--- src/rtl/muldiv_unit.sv ---
// Iterative multiply/divide unit with HI/LO registers.
// One result bit per cycle; MULT/MULTU/DIV/DIVU plus MTHI/MTLO.
module muldiv_unit #(
  parameter int DATA_WIDTH = 32
) (
  input  logic                  clk,
  input  logic                  reset,
  input  logic                  start_i,
  input  logic [1:0]            op_i,
  input  logic [DATA_WIDTH-1:0] a_i,
  input  logic [DATA_WIDTH-1:0] b_i,
  input  logic                  flush_i,
  input  logic                  mthi_i,
  input  logic                  mtlo_i,
  input  logic [DATA_WIDTH-1:0] wdata_i,
  output logic [DATA_WIDTH-1:0] hi_o,
  output logic [DATA_WIDTH-1:0] lo_o,
  output logic                  busy_o,
  output logic                  done_o,
  output logic                  div_by_zero_o
);

  localparam int W  = DATA_WIDTH;
  localparam int CW = $clog2(W);
  localparam logic [CW-1:0] LAST = CW'(W - 1);

  typedef enum logic [1:0] {
    S_IDLE,
    S_CALC,
    S_FIXUP
  } state_t;

  state_t r_state;
  state_t w_next;

  logic          w_accept;
  logic          w_commit;
  logic          w_last;
  logic          w_mt_ok;

  logic          r_div;
  logic          r_neg_q;
  logic          r_neg_r;
  logic          r_dbz_pend;
  logic [CW-1:0] r_cnt;
  logic [W-1:0]  r_m;
  logic [W-1:0]  r_orig;
  logic [2*W-1:0] r_acc;
  logic [W-1:0]  r_hi;
  logic [W-1:0]  r_lo;
  logic          r_done;
  logic          r_dbz;

  logic          w_signed;
  logic          w_sa;
  logic          w_sb;
  logic [W-1:0]  w_mag_a;
  logic [W-1:0]  w_mag_b;

  logic [W:0]     w_mul_sum;
  logic [2*W-1:0] w_mul_next;
  logic [W:0]     w_div_sh;
  logic [W:0]     w_div_diff;
  logic [2*W-1:0] w_div_next;

  logic [2*W-1:0] w_prod;
  logic [W-1:0]   w_quo;
  logic [W-1:0]   w_rem;

  // Signed ops work on magnitudes; the most-negative value
  // negates to itself, which is its correct unsigned magnitude.
  assign w_signed = ~op_i[0];
  assign w_sa     = w_signed & a_i[W-1];
  assign w_sb     = w_signed & b_i[W-1];
  assign w_mag_a  = w_sa ? (~a_i + 1'b1) : a_i;
  assign w_mag_b  = w_sb ? (~b_i + 1'b1) : b_i;

  // Multiply: acc = {partial, multiplier}, add then shift right.
  assign w_mul_sum  = {1'b0, r_acc[2*W-1:W]}
                    + {1'b0, (r_acc[0] ? r_m : {W{1'b0}})};
  assign w_mul_next = {w_mul_sum, r_acc[W-1:1]};

  // Divide: acc = {remainder, quotient}, restoring step.
  assign w_div_sh   = r_acc[2*W-1:W-1];
  assign w_div_diff = w_div_sh - {1'b0, r_m};
  assign w_div_next = w_div_diff[W]
    ? {w_div_sh[W-1:0], r_acc[W-2:0], 1'b0}
    : {w_div_diff[W-1:0], r_acc[W-2:0], 1'b1};

  assign w_prod = r_neg_q ? (~r_acc + 1'b1) : r_acc;
  assign w_quo  = r_neg_q ? (~r_acc[W-1:0] + 1'b1)
                          : r_acc[W-1:0];
  assign w_rem  = r_neg_r ? (~r_acc[2*W-1:W] + 1'b1)
                          : r_acc[2*W-1:W];

  assign w_last  = (r_cnt == LAST);
  assign w_mt_ok = (r_state == S_IDLE) & ~start_i & ~flush_i;

  // State register.
  always_ff @(posedge clk or negedge reset) begin
    if (!reset) r_state <= S_IDLE;
    else        r_state <= w_next;
  end

  // Next-state logic plus accept/commit strobes.
  always_comb begin
    w_next   = r_state;
    w_accept = 1'b0;
    w_commit = 1'b0;
    case (r_state)
      S_IDLE: begin
        if (start_i && !flush_i) begin
          w_next   = S_CALC;
          w_accept = 1'b1;
        end
      end
      S_CALC: begin
        if (flush_i)     w_next = S_IDLE;
        else if (w_last) w_next = S_FIXUP;
      end
      S_FIXUP: begin
        w_next   = S_IDLE;
        w_commit = ~flush_i;
      end
      default: w_next = S_IDLE;
    endcase
  end

  // Operand latch and iterative datapath.
  always_ff @(posedge clk or negedge reset) begin
    if (!reset) begin
      r_div      <= 1'b0;
      r_neg_q    <= 1'b0;
      r_neg_r    <= 1'b0;
      r_dbz_pend <= 1'b0;
      r_cnt      <= '0;
      r_m        <= '0;
      r_orig     <= '0;
      r_acc      <= '0;
    end else if (w_accept) begin
      r_div      <= op_i[1];
      r_neg_q    <= w_sa ^ w_sb;
      r_neg_r    <= w_sa;
      r_dbz_pend <= op_i[1] & (b_i == '0);
      r_cnt      <= '0;
      r_orig     <= a_i;
      if (op_i[1]) begin
        r_m   <= w_mag_b;
        r_acc <= {{W{1'b0}}, w_mag_a};
      end else begin
        r_m   <= w_mag_a;
        r_acc <= {{W{1'b0}}, w_mag_b};
      end
    end else if (r_state == S_CALC && !flush_i) begin
      r_acc <= r_div ? w_div_next : w_mul_next;
      r_cnt <= r_cnt + 1'b1;
    end
  end

  // HI/LO write-back, MTHI/MTLO, and the done pulses.
  always_ff @(posedge clk or negedge reset) begin
    if (!reset) begin
      r_hi   <= '0;
      r_lo   <= '0;
      r_done <= 1'b0;
      r_dbz  <= 1'b0;
    end else begin
      r_done <= w_commit;
      r_dbz  <= w_commit & r_dbz_pend;
      if (w_commit) begin
        if (!r_div) begin
          {r_hi, r_lo} <= w_prod;
        end else if (r_dbz_pend) begin
          r_hi <= r_orig;
          r_lo <= '1;
        end else begin
          r_hi <= w_rem;
          r_lo <= w_quo;
        end
      end else if (w_mt_ok) begin
        if (mthi_i) r_hi <= wdata_i;
        if (mtlo_i) r_lo <= wdata_i;
      end
    end
  end

  assign hi_o          = r_hi;
  assign lo_o          = r_lo;
  assign busy_o        = (r_state != S_IDLE);
  assign done_o        = r_done;
  assign div_by_zero_o = r_dbz;

endmodule

--- config.mk ---
export PLATFORM = sky130hd
export DESIGN_NAME = muldiv_unit
export DESIGN_NICKNAME = d
export VERILOG_FILES = /design/src/rtl/muldiv_unit.sv
export SDC_FILE = /design/constraint.sdc
export NUM_CORES = 1
export LEC_CHECK = 0
export ABC_CLOCK_PERIOD_IN_PS = 3600
export CORE_MARGIN = 2
export CORE_UTILIZATION = 30
export CTS_CLUSTER_DIAMETER = 50
export DETAILED_ROUTE_END_ITERATION = 12
export GPL_TIMING_DRIVEN = 1
export PLACE_DENSITY = 0.53
export SYNTH_ARGS = -nofsm -noshare
export SYNTH_HDL_FRONTEND = slang
export SYNTH_SLANG_ARGS = --single-unit
--- constraint.sdc ---
create_clock -name clk -period 3.6 [get_ports clk]
set_input_delay 0.9 -clock clk [delete_from_list [all_inputs] [get_ports clk]]
set_output_delay 0.9 -clock clk [all_outputs]
set_load 0.02 [all_outputs]
==> impl_metrics.ini <==
[synthesis]
synth_flop_cell = dfrtp_1
synth.cell_area_um2 = 17000
synthesis.yosys.warnings = 0
synth_async_sr_flop_share = 1.00
post-synth-top-count-cell = nand2_1
synth_enable_flop_cells = 0
syn_avg_cell_area_um2 = 7.55
synth_nets = 2427
synth_largest_type_area_fraction = 0.302
number_of_synthesized_register_bits = 205
netlist_top_cells_area = dfrtp_1, o21ai_0, nand2_1
synth_sequential_area_ratio = 0.302
post_synth_num_cell_types = 73
leading_post_synthesis_cells_by_instance_count = nand2_1, o21ai_0, dfrtp_1
syn_inst = 2251
post-synth-top-area-cell = dfrtp_1

[finish]
area_growth_syn_to_layout_pct = 29.2
multi_input_comb_area_um2 = 11100
layout-drive-gt1-share = 0.119
design.final.nets = 2661
stdcell_area_um2 = 22000
final_core_utilization = 0.391
area.sequential_um2 = 5140
antenna-diode-count = 0
filler_instances = 5843

[placement]
number_of_port_buffers = 170
detailed_place_hpwl_um = 60600
placed_cell_area_um2 = 20600
routabilityCongestion = 0.967
pre_cts_slack_ns = -0.407

[die]
core_area_um2 = 56200
fp-row-count = 87
die_w_um = 242
floorplan.initialDensity = 0.303
io-pin-count = 171
die_h_um = 242
die-area_um2 = 58600

[critical_path]
worstPathArrival_ns = 3.85
reg2regPathDepth = 15
crit_path_start = r_acc[0]
timing.reg2reg.setup_slack_ns = 0.16
setup.worst_path.end_class = flip-flop
worstPathRequired_ns = 4.01
reg2reg_from = r_acc[0]
timing.critical_path.from_type = flip-flop
crit_path_kind = flip-flop to flip-flop
r2r-end = r_acc[51]
largest_driver_fanout_on_the_critical_path = 16

[clocking]
h-tree-depth = 2
worst_setup_hold_path_clk_slew_ns = 0.06
cts_made_buffers = 37
clk_path_buf_depth = 3
clock_latency_on_the_worst_skew_pair_ns = 0.55
hold_fix_buffer_count_after_cts = 0
clkSinkCount = 205
cts_root_buf = clkbuf_16
cts_tree = built

[global_route]
grtUsageTotal = 0.255
grt_first_pass_wirelength_um = 114000
grt_start_max_net_pins = 93
overall_overflow_remaining_after_global_route = 0
first_global_vias = 17500
grt_antenna_before_repair = 0

[sta]
rsz0062_at_grt = no
report.final.hold_viol_count = 0
fin_crit_sh = 0.956
fin_worst_skew_ns = 0.0298
fmax_mhz = 291
crit_path_setup_slack_layout_ns = 0.159
max_slew.worst_pin.slew_ns = 0.819
relSlewSlack = 0.451
timing_max_transition_violations_final = 0
period_needed_ns = 3.44
timing.setup.tns_ns = 0
setup_viol = 0

[power_and_ir_drop]
leakage_nw = 9.53
p_total_w = 0.0165
ir_drop_uv = 289
power.density_nw_per_um2 = 751

[min_path]
min-delay-path-class = primary input to async pin

[routing]
remaining_drc_errors = 0
ant_nets = 0
routed_wirelength_um = 76700
drt_pass1_iterations = 5
vias_per_cell = 5.64
drt_wl_cell_um = 23.5
overall_via_count_from_detail_route = 18400
1st_iter_drt_viols = 1906

[outcome]
outcome = complete, no violations

[flow_run]
cap_viol_max_count = 0
## state kept, by name, summed over array words and instances, names as in the netlist
name and count:
div_by_zero_o 1, done_o 1, hi_o 32, lo_o 32, r_acc 64, r_cnt 5
r_dbz_pend 1, r_div 1, r_m 32, r_neg_q 1, r_neg_r 1, r_orig 32
r_state 2
## metal layers
metal  wire length, µm  up-vias  GRT usage
li1                  -     8601          -
met1             35100     8970      0.367
met2             33400      768      0.390
met3              5780       99     0.0380
met4              2390        0     0.0788
met5                 0        -          0
## critical path, cell delays in order, from the launching register on
cell and delay [ns]:
dfrtp_1 0.39, inv_2 0.13, buf_12 0.18, nor2_1 0.06, ha_1 0.29, nor2b_2 0.16
o31ai_1 0.22, buf_4 0.16, a2111o_1 0.33, nand4_1 0.16, a31o_2 0.30, buf_4 0.14
a21oi_1 0.19, xor2_1 0.25, nor2_1 0.07, a221o_1 0.27
## cell usage in the layout (no fill, tap or decap), types with 24 or more instances in the layout
cell and n:
nand2_1 341, o211ai_1 38, o21ai_0 259, a211oi_1 26
dfrtp_1 201, mux2i_1 49, clkdlybuf4s50_1 168, nor2_1 195
xnor2_1 92, o22ai_1 45, ha_1 70, inv_1 63
nand3_1 40, nor3_1 37, a21o_1 37, buf_4 171
a21oi_1 180, xor2_1 66, clkbuf_16 39, nor4_1 24
## through the flow
step,instances,hold slack [ns]
final,3268,0.392
after global routing,3268,0.439
after CTS,3265,0.411
after detailed placement,3199,0.469
after global placement,3199,0.463
after floorplan,2251,0.440
## cells by family after synthesis
family                     synth area share
and+or+nand+nor                       0.202
DFF                                   0.302
AOI/OAI and AO/OA                     0.279
buffers and inverters                0.0498
muxes                                0.0321
adders and majority gates            0.0539
xor gates and xnor gates             0.0814
## cell type report
cell class	instances	area share
timing repair buffer	351	0.146
clock buffer	41	0.0443
sequential	205	0.234
inverter	67	0.0116
tap	756	0.0431
clock inverter	25	0.0136
multi-input combinational	1823	0.508
## how the worst max path moves through the flow
stage	to	cells past startpoint	slack [ns]
floorplan	r_m[22]	11	0.05
global placement	r_m[22]	13	-0.34
detailed placement	r_m[26]	13	-0.41
CTS	r_acc[63]	15	0.02
global route	r_m[28]	13	0.01
finish	r_acc[51]	15	0.16
## where the power goes
part	internal [W]	total, W	switching [W]
Combinational	0.00371	0.00916	0.00545
Clock	0.00228	0.00364	0.00136
Sequential	0.00288	0.00369	0.000816
Total	0.00886	0.0165	0.00763
## repair_timing
item,in CTS,in global routing
setup endpoints to repair,1,35
setup buffers,0,2
resized for setup,1,21
cloned,0,1
pin swaps,0,6
Note: power is estimated with default switching activity, not from simulation.
